`config.mk`:
```
export PLATFORM = sky130hd
export DESIGN_NAME = dmem_arbiter
export DESIGN_NICKNAME = d
export VERILOG_FILES = /design/src/rtl/dmem_arb_pkg.sv /design/src/rtl/dmem_arb_pick.sv /design/src/rtl/dmem_arbiter.sv
export SDC_FILE = /design/constraint.sdc
export NUM_CORES = 1
export LEC_CHECK = 0
export ABC_AREA = 1
export ABC_CLOCK_PERIOD_IN_PS = 5200
export CORE_AREA = 2 2 119 121
export DETAILED_ROUTE_END_ITERATION = 12
export DIE_AREA = 0 0 121 123
export PLACE_DENSITY = 0.78
export SYNTH_ARGS = -nofsm -noshare
export SYNTH_HDL_FRONTEND = slang
export SYNTH_SLANG_ARGS = --single-unit
```
`constraint.sdc`:
```
create_clock -name clk -period 5.2 [get_ports clk]
set_clock_uncertainty 0.05 [all_clocks]
set_input_delay 1.56 -clock clk [delete_from_list [all_inputs] [get_ports clk]]
set_output_delay 1.56 -clock clk [all_outputs]
set_load 0.1 [all_outputs]
```
`src/rtl/dmem_arb_pkg.sv`:
```
// dmem_arb_pkg
// Shared types and constants for the data-memory arbiter slice.
//   arb_state_t : ownership FSM encoding (IDLE / OWN0 / OWN1)
//   PORT_CPU    : index of the CPU data port (port 0)
//   PORT_DBG    : index of the loader/debug port (port 1)
//   DEF_*       : default data width, byte-address width and memory depth
//   own_state() : maps a port index to its locked-owner state
package dmem_arb_pkg;

  typedef enum logic [1:0] {
    ST_IDLE = 2'd0,
    ST_OWN0 = 2'd1,
    ST_OWN1 = 2'd2
  } arb_state_t;

  localparam int PORT_CPU = 0;
  localparam int PORT_DBG = 1;

  localparam int DEF_DW    = 32;
  localparam int DEF_AW    = 32;
  localparam int DEF_DEPTH = 64;

  function automatic arb_state_t own_state(input logic port);
    return (port == 1'(PORT_DBG)) ? ST_OWN1 : ST_OWN0;
  endfunction

endpackage

```
`src/rtl/dmem_arb_pick.sv`:
```
// dmem_arb_pick
// Combinational winner selection for the two-port data-memory arbiter.
//   req[1:0] : request from port 1 / port 0
//   state    : current ownership state
//   last     : port granted most recently (only present when
//              DMEM_ARB_RR_EN is defined)
//   win      : index of the selected port; 0 when nobody requests so the
//              memory address/data default to port 0
//   win_vld  : the selected port is actually requesting this cycle
// Optional feature macro: DMEM_ARB_RR_EN (round-robin on contention instead
// of fixed priority to port 0).
module dmem_arb_pick
  import dmem_arb_pkg::*;
(
  input  logic [1:0] req,
  input  arb_state_t state,
`ifdef DMEM_ARB_RR_EN
  input  logic       last,
`endif
  output logic       win,
  output logic       win_vld
);

  always_comb begin
    win     = 1'(PORT_CPU);
    win_vld = 1'b0;
    unique case (state)
      ST_IDLE: begin
        win_vld = |req;
        if (req == 2'b10) begin
          win = 1'(PORT_DBG);
        end else if (req == 2'b11) begin
`ifdef DMEM_ARB_RR_EN
          // Contention: hand the memory to whoever did not have it last.
          win = ~last;
`else
          win = 1'(PORT_CPU);
`endif
        end
      end
      // A locked owner is the only candidate; the other port waits even if
      // the owner is momentarily not requesting.
      ST_OWN0: begin
        win     = 1'(PORT_CPU);
        win_vld = req[0];
      end
      ST_OWN1: begin
        win     = 1'(PORT_DBG);
        win_vld = req[1];
      end
      default: begin
        win     = 1'(PORT_CPU);
        win_vld = 1'b0;
      end
    endcase
  end

endmodule

```
`src/rtl/dmem_arbiter.sv`:
```
// dmem_arbiter
// Shares the single-port data memory between the CPU data port (port 0) and
// the loader/debug port (port 1). At most one port is granted per cycle; the
// granted port drives the memory address, write data and write enable.
// Read data returns registered one cycle after the grant. A port may keep
// ownership across accesses with its lock input.
//
// Handshake (both ports): a port raises req with we/addr/wd/lock stable and
// holds them until gnt=1. gnt is combinational and the access completes in
// the cycle gnt=1 (write commits at the closing posedge; read data appears
// with rvalid=1 on the following cycle). rvalid/err are single-cycle pulses
// with no back-pressure.
//
// Ports:
//   clk, reset              : clock, synchronous active-high reset
//   mN_req/we/lock/addr/wd  : request side of port N
//   mN_gnt                  : access accepted this cycle
//   mN_rvalid/mN_rdata      : registered read return
//   mN_err                  : registered pulse for an out-of-range access
//   mem_we/mem_a/mem_wd     : drive to dmem
//   mem_rd                  : combinational read data from dmem
//   dbg_state               : current ownership FSM state
// Optional feature macro: DMEM_ARB_RR_EN (round-robin contention policy).
module dmem_arbiter
  import dmem_arb_pkg::*;
#(
  parameter int DW    = DEF_DW,
  parameter int AW    = DEF_AW,
  parameter int DEPTH = DEF_DEPTH
) (
  input  logic          clk,
  input  logic          reset,

  input  logic          m0_req,
  input  logic          m0_we,
  input  logic          m0_lock,
  input  logic [AW-1:0] m0_addr,
  input  logic [DW-1:0] m0_wd,
  output logic          m0_gnt,
  output logic          m0_rvalid,
  output logic [DW-1:0] m0_rdata,
  output logic          m0_err,

  input  logic          m1_req,
  input  logic          m1_we,
  input  logic          m1_lock,
  input  logic [AW-1:0] m1_addr,
  input  logic [DW-1:0] m1_wd,
  output logic          m1_gnt,
  output logic          m1_rvalid,
  output logic [DW-1:0] m1_rdata,
  output logic          m1_err,

  output logic          mem_we,
  output logic [AW-1:0] mem_a,
  output logic [DW-1:0] mem_wd,
  input  logic [DW-1:0] mem_rd,

  output arb_state_t    dbg_state
);

  // Word-index limit, sized to the word-index field of the address.
  localparam logic [AW-3:0] DEPTH_IDX = (AW-2)'(DEPTH);

  arb_state_t state_q, state_d;
  logic       win, win_vld, granted;
  logic       m0_inr, m1_inr;
  logic       sel_we, sel_lock, sel_inr;

`ifdef DMEM_ARB_RR_EN
  logic       last_q;
`endif

  dmem_arb_pick u_pick (
    .req     ({m1_req, m0_req}),
    .state   (state_q),
`ifdef DMEM_ARB_RR_EN
    .last    (last_q),
`endif
    .win     (win),
    .win_vld (win_vld)
  );

  assign m0_inr = (m0_addr[AW-1:2] < DEPTH_IDX);
  assign m1_inr = (m1_addr[AW-1:2] < DEPTH_IDX);

  // No grant (and therefore no memory write) while reset is held.
  assign granted = win_vld & ~reset;
  assign m0_gnt  = granted & (win == 1'(PORT_CPU));
  assign m1_gnt  = granted & (win == 1'(PORT_DBG));

  assign sel_we   = win ? m1_we   : m0_we;
  assign sel_lock = win ? m1_lock : m0_lock;
  assign sel_inr  = win ? m1_inr  : m0_inr;

  // win is 0 when idle, so port 0 owns the address/data bus by default.
  assign mem_a  = win ? m1_addr : m0_addr;
  assign mem_wd = win ? m1_wd   : m0_wd;
  // Out-of-range writes are still granted but never reach the memory.
  assign mem_we = granted & sel_we & sel_inr;

  assign dbg_state = state_q;

  // Ownership FSM: state register.
  always_ff @(posedge clk) begin
    if (reset) begin
      state_q <= ST_IDLE;
    end else begin
      state_q <= state_d;
    end
  end

  // Ownership FSM: next state.
  always_comb begin
    state_d = state_q;
    unique case (state_q)
      ST_IDLE: begin
        if (granted && sel_lock) begin
          state_d = own_state(win);
        end
      end
      // The owner releases either with an unlocked access or by dropping req.
      ST_OWN0: begin
        if (!m0_req || (m0_gnt && !m0_lock)) begin
          state_d = ST_IDLE;
        end
      end
      ST_OWN1: begin
        if (!m1_req || (m1_gnt && !m1_lock)) begin
          state_d = ST_IDLE;
        end
      end
      default: state_d = ST_IDLE;
    endcase
  end

`ifdef DMEM_ARB_RR_EN
  // Starts at port 1 so that port 0 wins the first contention after reset.
  always_ff @(posedge clk) begin
    if (reset) begin
      last_q <= 1'(PORT_DBG);
    end else if (granted) begin
      last_q <= win;
    end
  end
`endif

  // Read return and error pulses. rdata is only updated by a granted read;
  // out-of-range reads return zero rather than the aliased memory word.
  always_ff @(posedge clk) begin
    if (reset) begin
      m0_rvalid <= 1'b0;
      m1_rvalid <= 1'b0;
      m0_err    <= 1'b0;
      m1_err    <= 1'b0;
      m0_rdata  <= '0;
      m1_rdata  <= '0;
    end else begin
      m0_rvalid <= m0_gnt & ~m0_we;
      m1_rvalid <= m1_gnt & ~m1_we;
      m0_err    <= m0_gnt & ~m0_inr;
      m1_err    <= m1_gnt & ~m1_inr;
      if (m0_gnt && !m0_we) begin
        m0_rdata <= m0_inr ? mem_rd : '0;
      end
      if (m1_gnt && !m1_we) begin
        m1_rdata <= m1_inr ? mem_rd : '0;
      end
    end
  end

endmodule

```
==> impl.org, run 1 <==
** Power and ir drop
- The worst-case IR drop observed on VDD is 0.1602 mV.
- In this run the static leakage power is between 0.003 and 0.004 uW.
- Dividing total power by cell area gives a power density of 256.0 nW/um2.

** Drt
- Via count of the routed design :: 5058
- After the first detailed-routing iteration, the DRC count stood at 325.
- Drt total wl :: 16310 um
- For this run, design rule violations remaining after detail routing come to 0.
- For this run, the detailed router's first-pass iteration total came to 6.
- Antenna viol nets, final :: 0
- After detailed routing, the average wire length per cell comes to 14.33 um.
- Via density per instance :: approximately 4.4

** Synthesis
- Yosys mapped the design onto 13 distinct sky130hd cell types.
- When the netlist entered floorplanning its net count stood at 836.
- The share of the Yosys chip area taken by registers is 37.11%.
- Synthesis inferred 70 register bits.
- Cell count after synthesis :: 668
- Yosys printed 0 warnings.
- The synthesized design spends more area on one cell type than any other, namely sky130_fd_sc_hd__dfxtp_1.
- Mean cell area of the mapped netlist :: 5.653 um2
- In this run the cell area of the synthesized design comes to roughly 3800 um2.
- The share of synthesized area in the top cell type comes to between 30% and 40%.
- Cells taking the most area after synthesis :: sky130_fd_sc_hd__dfxtp_1 37%, sky130_fd_sc_hd__nand2_1 34%, sky130_fd_sc_hd__nor2_1 9.8%

** GRT
- The initial antenna violation count is 1.
- The number of global-route vias before repair is 4853.
- After global routing the overflow that remains totals 0.
- For this run, the total global-route usage over all layers was measured as around 22%.
- The first global-routing pass estimated between 20000 and 30000 um of wire.
- Entering global routing, the biggest net connects 65 pins.

** Setup path
- Of all nets on the critical path, the largest fanout is 64.
- The worst setup path is captured at a primary output.
- Arrival time of the worst setup path :: 3.22 ns
- STA classifies the critical path startpoint as a primary input.
- Required time at the endpoint of the critical path :: between 3 and 4 ns
- The critical path in this run is classified as primary input to primary output.

** Finish
- Leading cell type in the layout, fill and taps excluded :: sky130_fd_sc_hd__nand2_1
- The finished cells cover 7953 um2.
- Fill count :: about 1200
- Relative to the synthesized area, the layout overhead comes to 110.6%.
- The repair_antennas step left the layout with diodes totalling 0.
- Final nets :: between 1000 and 1500
- Highest-count cells in the layout ignoring fill and taps :: 347 x sky130_fd_sc_hd__nand2_1, 236 x sky130_fd_sc_hd__clkdlybuf4s50_1, 97 x sky130_fd_sc_hd__nor2_1, 70 x sky130_fd_sc_hd__dfxtp_1, 69 x sky130_fd_sc_hd__buf_12
- Of the cells placed in the final design, the portion with a size suffix greater than 1 is 10.65%.

** Floorplan
- In this run the horizontal extent of the chip is 121 um.
- The core region is 13610 um2.
- Vertical die dimension :: between 100 and 150 um
- Overall die area :: 14880 um2
- Initial cell density of the core :: 27.74%
- Boundary pin count :: 305
- After floorplanning, the core was divided into 43 placement rows.

** Timing
- Time the final worst path needs with I/O delays and setup :: slightly below 5 ns
- Final worst-path cycle share :: 92.94%
- Setup repair after global routing missed its margin :: false
- Headroom to the max-slew limit came out at 29.69%.
- Summed over all failing endpoints, the final setup total negative slack is 0 ns.
- Setup violations remaining at the end of the flow were counted as 0.
- The final number of hold-violating endpoints was 0.
- Timing would allow up to 0.2069 GHz.
- Final Max Tran Viols :: 0
- For the pin with the worst max-slew slack, the measured transition is 1.051 ns.

** Hold path
- The path class of the tightest hold or removal check is register to register.

** Clocking
- Clock-pin slew was measured on the worst setup and hold paths at 0.06 ns.
- Clock latency on the worst-skew pair, taken at its later pin, is about 0.32 ns.
- Count of hold buffers inserted by post-cts repair :: 0
- After clock tree synthesis, the repair step resized 0 gates.
- Total clock buffers created by CTS :: 9
- The root buffer cell chosen for the clock tree is sky130_fd_sc_hd__clkbuf_16.
- Clock tree sinks :: 70
- In this run the deepest clock path goes through 2 buffers.
- Max H-tree Level :: 3
- TritonCTS built the clock tree.
- Once the clock tree was built, the setup fixing pass inserted 0 buffers.

** Run
- Across the run, the number of max-cap violations was 0.

** Placed design
- Port buffering added 304 buffers.
- Placed Instance Area :: about 7700 um2
- Global placement routability congestion :: 0.9401
- Summed over all nets, the half-perimeter wirelength after detailed placement is 12870 um.

** Outcome
- The run finished with clean final reports.
## final timing paths
| path | start | slack [ns] | end | depth (start not counted) |
|---|---|---|---|---|
| setup / recovery | m1_req | 0.37 | mem_a[31] | 6 |
| hold / removal | m0_rdata[13] | 0.41 | m0_rdata[13] | 2 |
| setup reg to reg | dbg_state[1] | 3.38 | m0_rdata[25] | 6 |
| hold reg to reg | m0_rdata[13] | 0.41 | m0_rdata[13] | 2 |
## layout make-up
class | instances | area, um2 | area share [%]
inverters | 42 | 157.7 | 1.982
multi-input cells | 517 | 2069 | 26.02
clock buffers | 9 | 225.2 | 2.832
repair buffers | 313 | 3801 | 47.80
clock inverters | 7 | 72.57 | 0.9125
flip-flops and latches | 70 | 1401 | 17.62
well taps | 180 | 225.2 | 2.832
## metrics by stage
stage | utilization (%) | hold WS [ns] | cells | power (uW) | setup slack, ns
2_1_floorplan | - | 0.8551 | 668 | 1031 | 0.04938
3_3_place_gp | 56.24 | 0.4012 | 1122 | 1430 | 0.3490
3_5_place_dp | 56.24 | 0.4061 | 1122 | 1434 | 0.3870
4_1_cts | 58.42 | 0.4148 | 1138 | 2050 | 0.3866
5_1_grt | 58.42 | 0.4269 | 1138 | 2103 | 0.2421
6_report | 58.42 | 0.4123 | 1138 | 2036 | 0.3673
## kinds of logic after synthesis
kind of cell           count (synthesis)  share of synthesized area (%)
DFF                                   70                          37.11
AOI/OAI and AO/OA                     66                          8.814
and+or+nand+nor                      451                          45.26
buffers and inverters                 81                          8.814
## report_power, final
group          internal [uW]  switching (uW)
sequential               538            1.17
clock                    372             244
combinational            332             547
total                   1240             793
## state kept, by name (all words and copies together) (netlist names)
signal and count:
m1_rvalid 1, m1_err 1, m0_rdata 32, m0_err 1
m0_rvalid 1, m1_rdata 32, dbg_state 2
## synth_stat cells
| library cell | n |
|---|---|
| sky130_fd_sc_hd__nand2_1 | 347 |
| sky130_fd_sc_hd__nor2_1 | 99 |
| sky130_fd_sc_hd__dfxtp_1 | 70 |
| sky130_fd_sc_hd__a21oi_1 | 65 |
| sky130_fd_sc_hd__inv_1 | 40 |
| sky130_fd_sc_hd__clkbuf_1 | 22 |
| sky130_fd_sc_hd__buf_2 | 14 |
| sky130_fd_sc_hd__buf_4 | 3 |
| sky130_fd_sc_hd__inv_2 | 2 |
| sky130_fd_sc_hd__nand3_1 | 2 |
| sky130_fd_sc_hd__nor2_2 | 2 |
| sky130_fd_sc_hd__nor3b_2 | 1 |
| sky130_fd_sc_hd__o211ai_1 | 1 |
## layer usage
metal,vias up,share of wire (%),track usage (%)
met5,-,0.080,0
met4,2,2.5,6.904
met3,25,9.0,7.057
met2,222,51,39.50
met1,2228,37,23.61
li1,2581,-,-
## worst max-delay path: stages
cell and delay, ns:
sky130_fd_sc_hd__clkdlybuf4s50_1 0.43, sky130_fd_sc_hd__o211ai_1 0.43, sky130_fd_sc_hd__buf_12 0.31, sky130_fd_sc_hd__nand2_1 0.12, sky130_fd_sc_hd__nand2_1 0.13, sky130_fd_sc_hd__buf_12 0.18
(Power assumes the default switching activity.)
==> run 2: changes to the inputs <==
Settings changed: SETUP_SLACK_MARGIN set to 0.3.
==> run 2 against run 1 <==
Compared with the run above:
- non-clock buffer count did not move
- total power rose by 0.52%
- sequential power barely moved
- clock power rose by 0.6%
- first-iteration DRC count rose by 32%
- core utilization rose by 0.15 points
- critical path type unchanged
- largest power group unchanged
==> impl.org, run 2 (synthesized netlist as in run 1, its figures left out) <==
** Clocking
- Total clock buffers created by CTS :: 9 (unchanged)
- Clock tree sinks :: 70 (unchanged)
- TritonCTS clock tree :: built
- Clock Latency Late Sink :: 0.33 ns (about the same)
- Count of hold buffers inserted by post-cts repair :: 0 (unchanged)
- The level count of the clock H-tree is 3 (unchanged).
- Root Driver :: sky130_fd_sc_hd__clkbuf_16
- The number of setup buffers added after CTS came to 0 (unchanged).
- The count of cells resized by post-cts repair was 0 (unchanged).
- Number of buffers on the longest clock path :: 2 (unchanged)
- Clock transition at the registers of the reported paths :: 0.05 ns (about the same)

** Finish
- The net count of the finished layout was 1121 (unchanged).
- The number of diodes was 0 (unchanged).
- Fill count :: 1232 (-1.0%)
- Leaving out fill and tap cells, the most frequent cell in the layout is sky130_fd_sc_hd__nand2_1.
- Leaving out fill and tap cells, the most frequent cells in the layout are 347 x sky130_fd_sc_hd__nand2_1, 236 x sky130_fd_sc_hd__clkdlybuf4s50_1, 97 x sky130_fd_sc_hd__nor2_1, 70 x sky130_fd_sc_hd__dfxtp_1, 69 x sky130_fd_sc_hd__buf_12.
- The share of post-route cells with drive strength above 1 came to 10.65% (unchanged).
- Post-synthesis to final-layout area growth :: 111.1%

** GRT
- The pin count of the biggest net entering global routing is 68 (+4.6%).
- Via count of the first global-routing pass :: 4710 (-2.9%)
- Number of antenna violations at the first check in global routing :: 0 (-1)
- The met2 track demand over resource in global routing was 37.99% (-1.5 points).
- In this run the most used layer during global routing was met2.
- Overall global routing resource usage :: 21.97% (+0.36 points)
- The total congestion overflow is 0 (unchanged).
- The met3 track utilization from global routing was 5.443% (-1.6 points).
- The fraction of met1 tracks used by global routing is 25.37% (+1.8 points).
- Wire length of the first global-routing pass :: 25100 um (-0.16%)

** Floorplan
- The total die area came to 14880 um2 (unchanged).
- The number of top-level pins was 305 (unchanged).
- Width of the die :: 121 um (unchanged)
- The area of the core region is 13610 um2 (unchanged).
- The vertical extent of the die was 123 um (unchanged).
- Initial cell density of the core :: 27.74% (unchanged)
- Row cnt :: 43 (unchanged)

** Timing
- Final hold violation count :: 0 (unchanged)
- Final total negative setup slack :: 0 ns (unchanged)
- Setup repair after global routing missed its margin :: false
- Time the final worst path needs with I/O delays and setup :: 4.775 ns (-0.05802 ns)
- The slew of the pin with the lowest slew margin came to 1.046 ns (-0.004843 ns).
- Max Clk Rate :: 0.2094 GHz (+1.2%)
- Number of setup violations in the final report :: 0 (unchanged)
- Max transition margin :: 30.02% (+0.32 points)
- The count of pins over their slew limit came to 0 (unchanged).
- The part of the cycle the worst path needs was 91.82% (-1.1 points).
- Worst hold slack :: 0.4121 ns (-0.0001620 ns)

** Setup path
- Worst Reg-to-Reg Cells :: 9 (+3)
- The critical-path maximum fanout is 67 (+4.7%).
- STA classifies the critical path startpoint as a primary input.
- The minimum setup slack among reg-to-reg paths is 3.10 ns (-0.28 ns).
- Required time at the endpoint of the critical path :: 3.59 ns (about the same)
- The worst setup path is captured at a primary output.
- Endpoint of the worst setup timing path :: mem_we
- The startpoint identified for the worst register-to-register timing path is dbg_state[1].
- In this run the critical register-to-register path is captured at m1_rdata[30].
- The critical path in this run is classified as primary input to primary output.
- Critical path origin :: m0_req
- The critical path data arrival time was 3.16 ns (-0.06 ns).

** Run
- The max-capacitance violation count came to 0 (unchanged).

** Drt
- DRC violations left :: 0 (unchanged)
- Drt total wl :: 16640 um (+2.0%)
- Via count of the routed design :: 5008 (-0.99%)
- The final routed wire length divided by cell count is 14.62 um (+2.0%).
- The detailed-routing iteration count for the pre-antenna-repair pass is 5 (-1).
- Antenna viol nets, final :: 0 (unchanged)
- Via density per instance :: 4.401 (-0.99%)
- The number of DRC markers after the initial detailed-route iteration is 430 (+32%).

** Placed design
- The number of buffers inserted by port buffering came to 304 (unchanged).
- Placed wire-length estimate :: 12930 um (+0.47%)
- The placer's final routability congestion estimate was 0.9270 (-1.4%).

** Hold path
- Tightest Hold Check Type :: register to register

** Power and ir drop
- The highest ir drop seen on vdd is 0.1419 mV (-11%).
- Ratio of total power to cell area :: 256.6 nW/um2 (+0.26%)
- The leakage power summed over all cells is 0.003423 uW (+0.25%).

** Outcome
- Result of the run :: finished, final reports clean
run 2: cell types whose count changed in the layout (fill, tap and decap cells not counted), sizes merged:
cell,previous run,this run
clkbuf,9,10
clkinvlp,2,1
run 2: cell type report:
type	count	area [um2]	share of cell area (%)
repair buffers	313	3801	47.68
multi-input cells	517	2079	26.08
flip-flops and latches	70	1401	17.58
clock buffers	10	239.0	2.997
well taps	180	225.2	2.825
inverters	42	157.7	1.977
clock inverters	6	68.82	0.8632
run 2: metrics by stage:
stage / power, uW / setup slack (ns) / cells / area (um2) / utilization, %
2_1_floorplan: 1032 / 0.3838 / 668 / 3802 / -
3_3_place_gp: 1437 / 0.4547 / 1122 / 7665 / 56.31
3_5_place_dp: 1441 / 0.4404 / 1122 / 7665 / 56.31
4_1_cts: 2064 / 0.4380 / 1138 / 7973 / 58.57
5_1_grt: 2113 / 0.3187 / 1138 / 7973 / 58.57
6_report: 2046 / 0.4254 / 1138 / 7973 / 58.57
run 2: how the worst min path moves through the flow:
stage	startpoint	endpoint	slack, ns	cells past startpoint
2_1_floorplan	m0_rdata[10]	m0_rdata[10]	0.86	2
3_3_place_gp	m0_rdata[0]	m0_rdata[0]	0.40	2
3_5_place_dp	m0_rdata[0]	m0_rdata[0]	0.41	2
4_1_cts	m1_rdata[23]	m1_rdata[23]	0.41	2
5_1_grt	m0_rdata[17]	m0_rdata[17]	0.43	2
6_report	m0_rdata[21]	m0_rdata[21]	0.41	2
run 2: routing by layer:
metal | vias up | part of all wire (%)
li1 | 2585 | -
met2 | 226 | 49
met1 | 2159 | 39
met3 | 38 | 7.6
met5 | - | 0
met4 | 0 | 4.6
run 2: worst max-delay path: stages:
cell	delay (ns)
sky130_fd_sc_hd__clkdlybuf4s50_1	0.46
sky130_fd_sc_hd__nand2_1	0.09
sky130_fd_sc_hd__nor3b_4	0.17
sky130_fd_sc_hd__buf_12	0.20
sky130_fd_sc_hd__nor2_4	0.18
sky130_fd_sc_hd__nand2_1	0.11
sky130_fd_sc_hd__a21oi_4	0.16
sky130_fd_sc_hd__buf_12	0.19
run 2: report_power, final:
group	switching, uW	internal, uW
Clock	234	386
Combinational	553	332
Sequential	1.26	539
Total	789	1260
==> run 3: changes to the inputs <==
Settings changed: REMOVE_ABC_BUFFERS set to 1.
==> run 3 against run 2 <==
Compared with the run above:
- via count rose by 2.3%
- cell count is 0.88% higher
- sequential power about the same
- total power down 2.3%
- highest routed layer unchanged
- clock power is 10% lower
- fmax fell by 1.2%
- global-route usage is 1.0 points higher
- first-iteration DRC count down 22%
- setup slack worse by 0.060 ns
==> impl.org, run 3 (synthesized netlist as in run 1, its figures left out) <==
** Power and ir drop
- The sum of internal, switching and leakage power is 1998 uW (-2.3%).
- Peak supply drop :: 0.1557 mV (+9.7%)
- Ratio of total power to cell area :: 248.8 nW/um2 (-3.0%)
- The leakage power summed over all cells was 0.003475 uW (+1.5%).

** Setup path
- CP dominant cell by count :: sky130_fd_sc_hd__nand2_1
- The largest stage delay on the critical path came to 0.54 ns (+0.08 ns).
- Element type at the critical path end :: primary output
- Library cell contributing the largest single delay on the critical path :: sky130_fd_sc_hd__clkdlybuf4s50_1
- Arrival time of the worst setup path :: 3.22 ns (+0.06 ns)
- Required time at the endpoint of the critical path :: 3.59 ns (about the same)
- Walking the worst path, the cells encountered are clkdlybuf4s50_1 -> nor2_2 -> nor3b_4 -> buf_4 -> buf_8 -> nand2_1 -> nand2_1 -> buf_12.
- Category of cells accounting for the largest share of critical-path delay :: buffers and inverters
- Crit path kind :: primary input to primary output
- Top fanout value on the critical path :: 33 (-51%)
- Kind of launch point of the worst setup path :: primary input
- Combined buffer and inverter count along the critical path :: 4 (+1)

** Clocking
- The number of CTS-inserted buffers is 9 (unchanged).
- The clock transition at the registers of the reported paths is 0.05 ns (about the same).
- Root Driver :: sky130_fd_sc_hd__clkbuf_16
- TritonCTS clock tree :: built
- Clock Latency Late Sink :: 0.32 ns (about the same)
- Max H-tree Level :: 3 (unchanged)
- The total clock sinks is 70 (unchanged).
- The count of hold buffers inserted by post-cts repair came to 0 (unchanged).
- The buffer levels on the longest clock path came to 2 (unchanged).

** GRT
- Via count of the first global-routing pass :: 4959 (+5.3%)
- The initial antenna violation count is 0 (unchanged).
- The global-route wire length before repair was 26410 um (+5.2%).
- The global-route total usage across every layer was 22.96% (+1.0 points).
- The pin count of the biggest net entering global routing was 67 (-1.5%).
- Overflow left after global routing :: 0 (unchanged)

** Floorplan
- The vertical extent of the die came to 123 um (unchanged).
- The width of the die is 121 um (unchanged).
- Initial cell density of the core :: 27.74% (unchanged)
- The number of top-level pins came to 305 (unchanged).
- The total die area came to 14880 um2 (unchanged).
- The standard-cell row count came to 43 (unchanged).
- The area of the core region came to 13610 um2 (unchanged).

** Timing
- The count of pins over their slew limit came to 0 (unchanged).
- Number of setup violations in the final report :: 0 (unchanged)
- Final hold violation count :: 0 (unchanged)
- Transition time of the tightest slew-check pin :: 1.071 ns (+0.02447 ns)
- Max Clk Rate :: 0.2069 GHz (-1.2%)
- Setup repair after global routing missed its margin :: false
- The final-layout worst hold slack is 0.4091 ns (-0.002941 ns).
- The worst slew margin relative to its limit came to 28.38% (-1.6 points).
- The part of the cycle the worst path needs is 92.97% (+1.1 points).
- Time the final worst path needs with I/O delays and setup :: 4.834 ns (+0.05980 ns)
- Final total negative setup slack :: 0 ns (unchanged)

** Finish
- From synthesis to final layout, the design area changed by 112.7%.
- The final non-filler cell area is 8030 um2 (+0.72%).
- The area of the multi-input gates is 2057 um2 (-1.1%).
- Diode count :: 0 (unchanged)
- The number of non-filler instances in the completed layout is 1148 (+0.88%).
- Leaving out fill and tap cells, the most frequent cell in the layout is sky130_fd_sc_hd__nand2_1.
- Fraction of final layout cells sized beyond drive strength 1 :: 11.16% (+0.51 points)
- The total area of sequential cells came to 1401 um2 (unchanged).
- Highest-count cells in the layout ignoring fill and taps :: 347 x sky130_fd_sc_hd__nand2_1, 236 x sky130_fd_sc_hd__clkdlybuf4s50_1, 97 x sky130_fd_sc_hd__nor2_1, 70 x sky130_fd_sc_hd__dfxtp_1, 67 x sky130_fd_sc_hd__buf_12
- Final nets :: 1132 (+0.98%)
- The filler cell count in the final layout was 1228 (-0.32%).

** Run
- Total of max-cap violations :: 0 (unchanged)

** Hold path
- Tightest Hold Check Type :: register to register

** Drt
- Drt total wl :: 18120 um (+9.0%)
- The final routed wire length divided by cell count came to 15.79 um (+8.0%).
- Antenna viol nets, final :: 0 (unchanged)
- The total vias in the final route was 5123 (+2.3%).
- The via-per-instance ratio came to 4.463 (+1.4%).
- Total iterations of the first detailed-routing run :: 4 (-1)
- DRC marker count from the first detailed-route iteration :: 336 (-22%)
- The remaining design rule violation count came to 0 (unchanged).

** Placed design
- Placed Instance Area :: 7641 um2 (-0.31%)
- Global placement routability congestion :: 0.8930 (-3.7%)
- The post-detailed-placement half-perimeter wirelength is 13360 um (+3.4%).
- The cell total after placement was 1123 (+0.089%).
- The number of buffers inserted by port buffering came to 304 (unchanged).

** Outcome
- The flow ran to the end, and the final reports show no timing, DRC or antenna violations.
==> run 3: cell types whose count changed in the layout (fill, tap and decap cells not counted), sizes merged <==
cell      change
inv           -1
clkinvlp      -1
buf           +9
clkinv        -2
clkbuf        +6
bufinv        -1
==> run 3: worst reg2reg max path: stages (launching register included) <==
cell and delay (ns):
sky130_fd_sc_hd__dfxtp_1 0.46, sky130_fd_sc_hd__inv_2 0.04, sky130_fd_sc_hd__nand2_1 0.12, sky130_fd_sc_hd__nor3b_4 0.21
sky130_fd_sc_hd__buf_4 0.19, sky130_fd_sc_hd__buf_8 0.24, sky130_fd_sc_hd__nand2_1 0.12, sky130_fd_sc_hd__nor2_2 0.09
sky130_fd_sc_hd__buf_4 0.35, sky130_fd_sc_hd__nand2_1 0.12, sky130_fd_sc_hd__a21oi_1 0.15
==> run 3: path summary, 6_finish.rpt <==
kind	startpoint	endpoint	slack [ns]	cells past startpoint
setup / recovery	m1_req	mem_wd[8]	0.37	8
hold / removal	m0_rdata[28]	m0_rdata[28]	0.41	2
setup reg to reg	dbg_state[1]	m1_rdata[18]	2.99	10
hold reg to reg	m0_rdata[28]	m0_rdata[28]	0.41	2
==> run 3: layout make-up <==
class / count / share of cell area, %
Clock inverter: 1 / 0.06232
Sequential cell: 70 / 17.45
Multi-Input combinational cell: 517 / 25.62
Inverter: 42 / 1.963
Timing Repair Buffer: 324 / 48.82
Tap cell: 180 / 2.805
Clock buffer: 14 / 3.288
==> run 3: what timing repair did <==
| item | 4_1_cts | 5_1_grt |
|---|---|---|
| resized for setup | 0 | 7 |
| hold endpoints to repair | 0 | 0 |
| buffers inserted | 0 | 4 |
| setup endpoints to repair | 0 | 5 |
==> run 3: routing by layer <==
metal	global-route usage (%)	routed length, um	share of wire, %	vias up
met4	8.939	565	3.1	0
met1	27.32	7512	41	2244
met5	0	0	0	-
met2	37.78	8316	46	239
li1	-	-	-	2607
met3	8.349	1730	9.5	33
==> run 3: power breakdown <==
part           leakage, uW  switching (uW)  internal (uW)
Clock             0.000133             209            346
Sequential        0.000564            1.55            539
Combinational      0.00278             560            342
==> run 3: through the flow <==
stage / worst slack (ns) / util [%]
floorplan: -2.719 / -
global placement: 0.3988 / 56.14
detailed placement: 0.3950 / 56.14
CTS: 0.3837 / 58.11
global route: 0.3143 / 58.99
finish: 0.3656 / 58.99
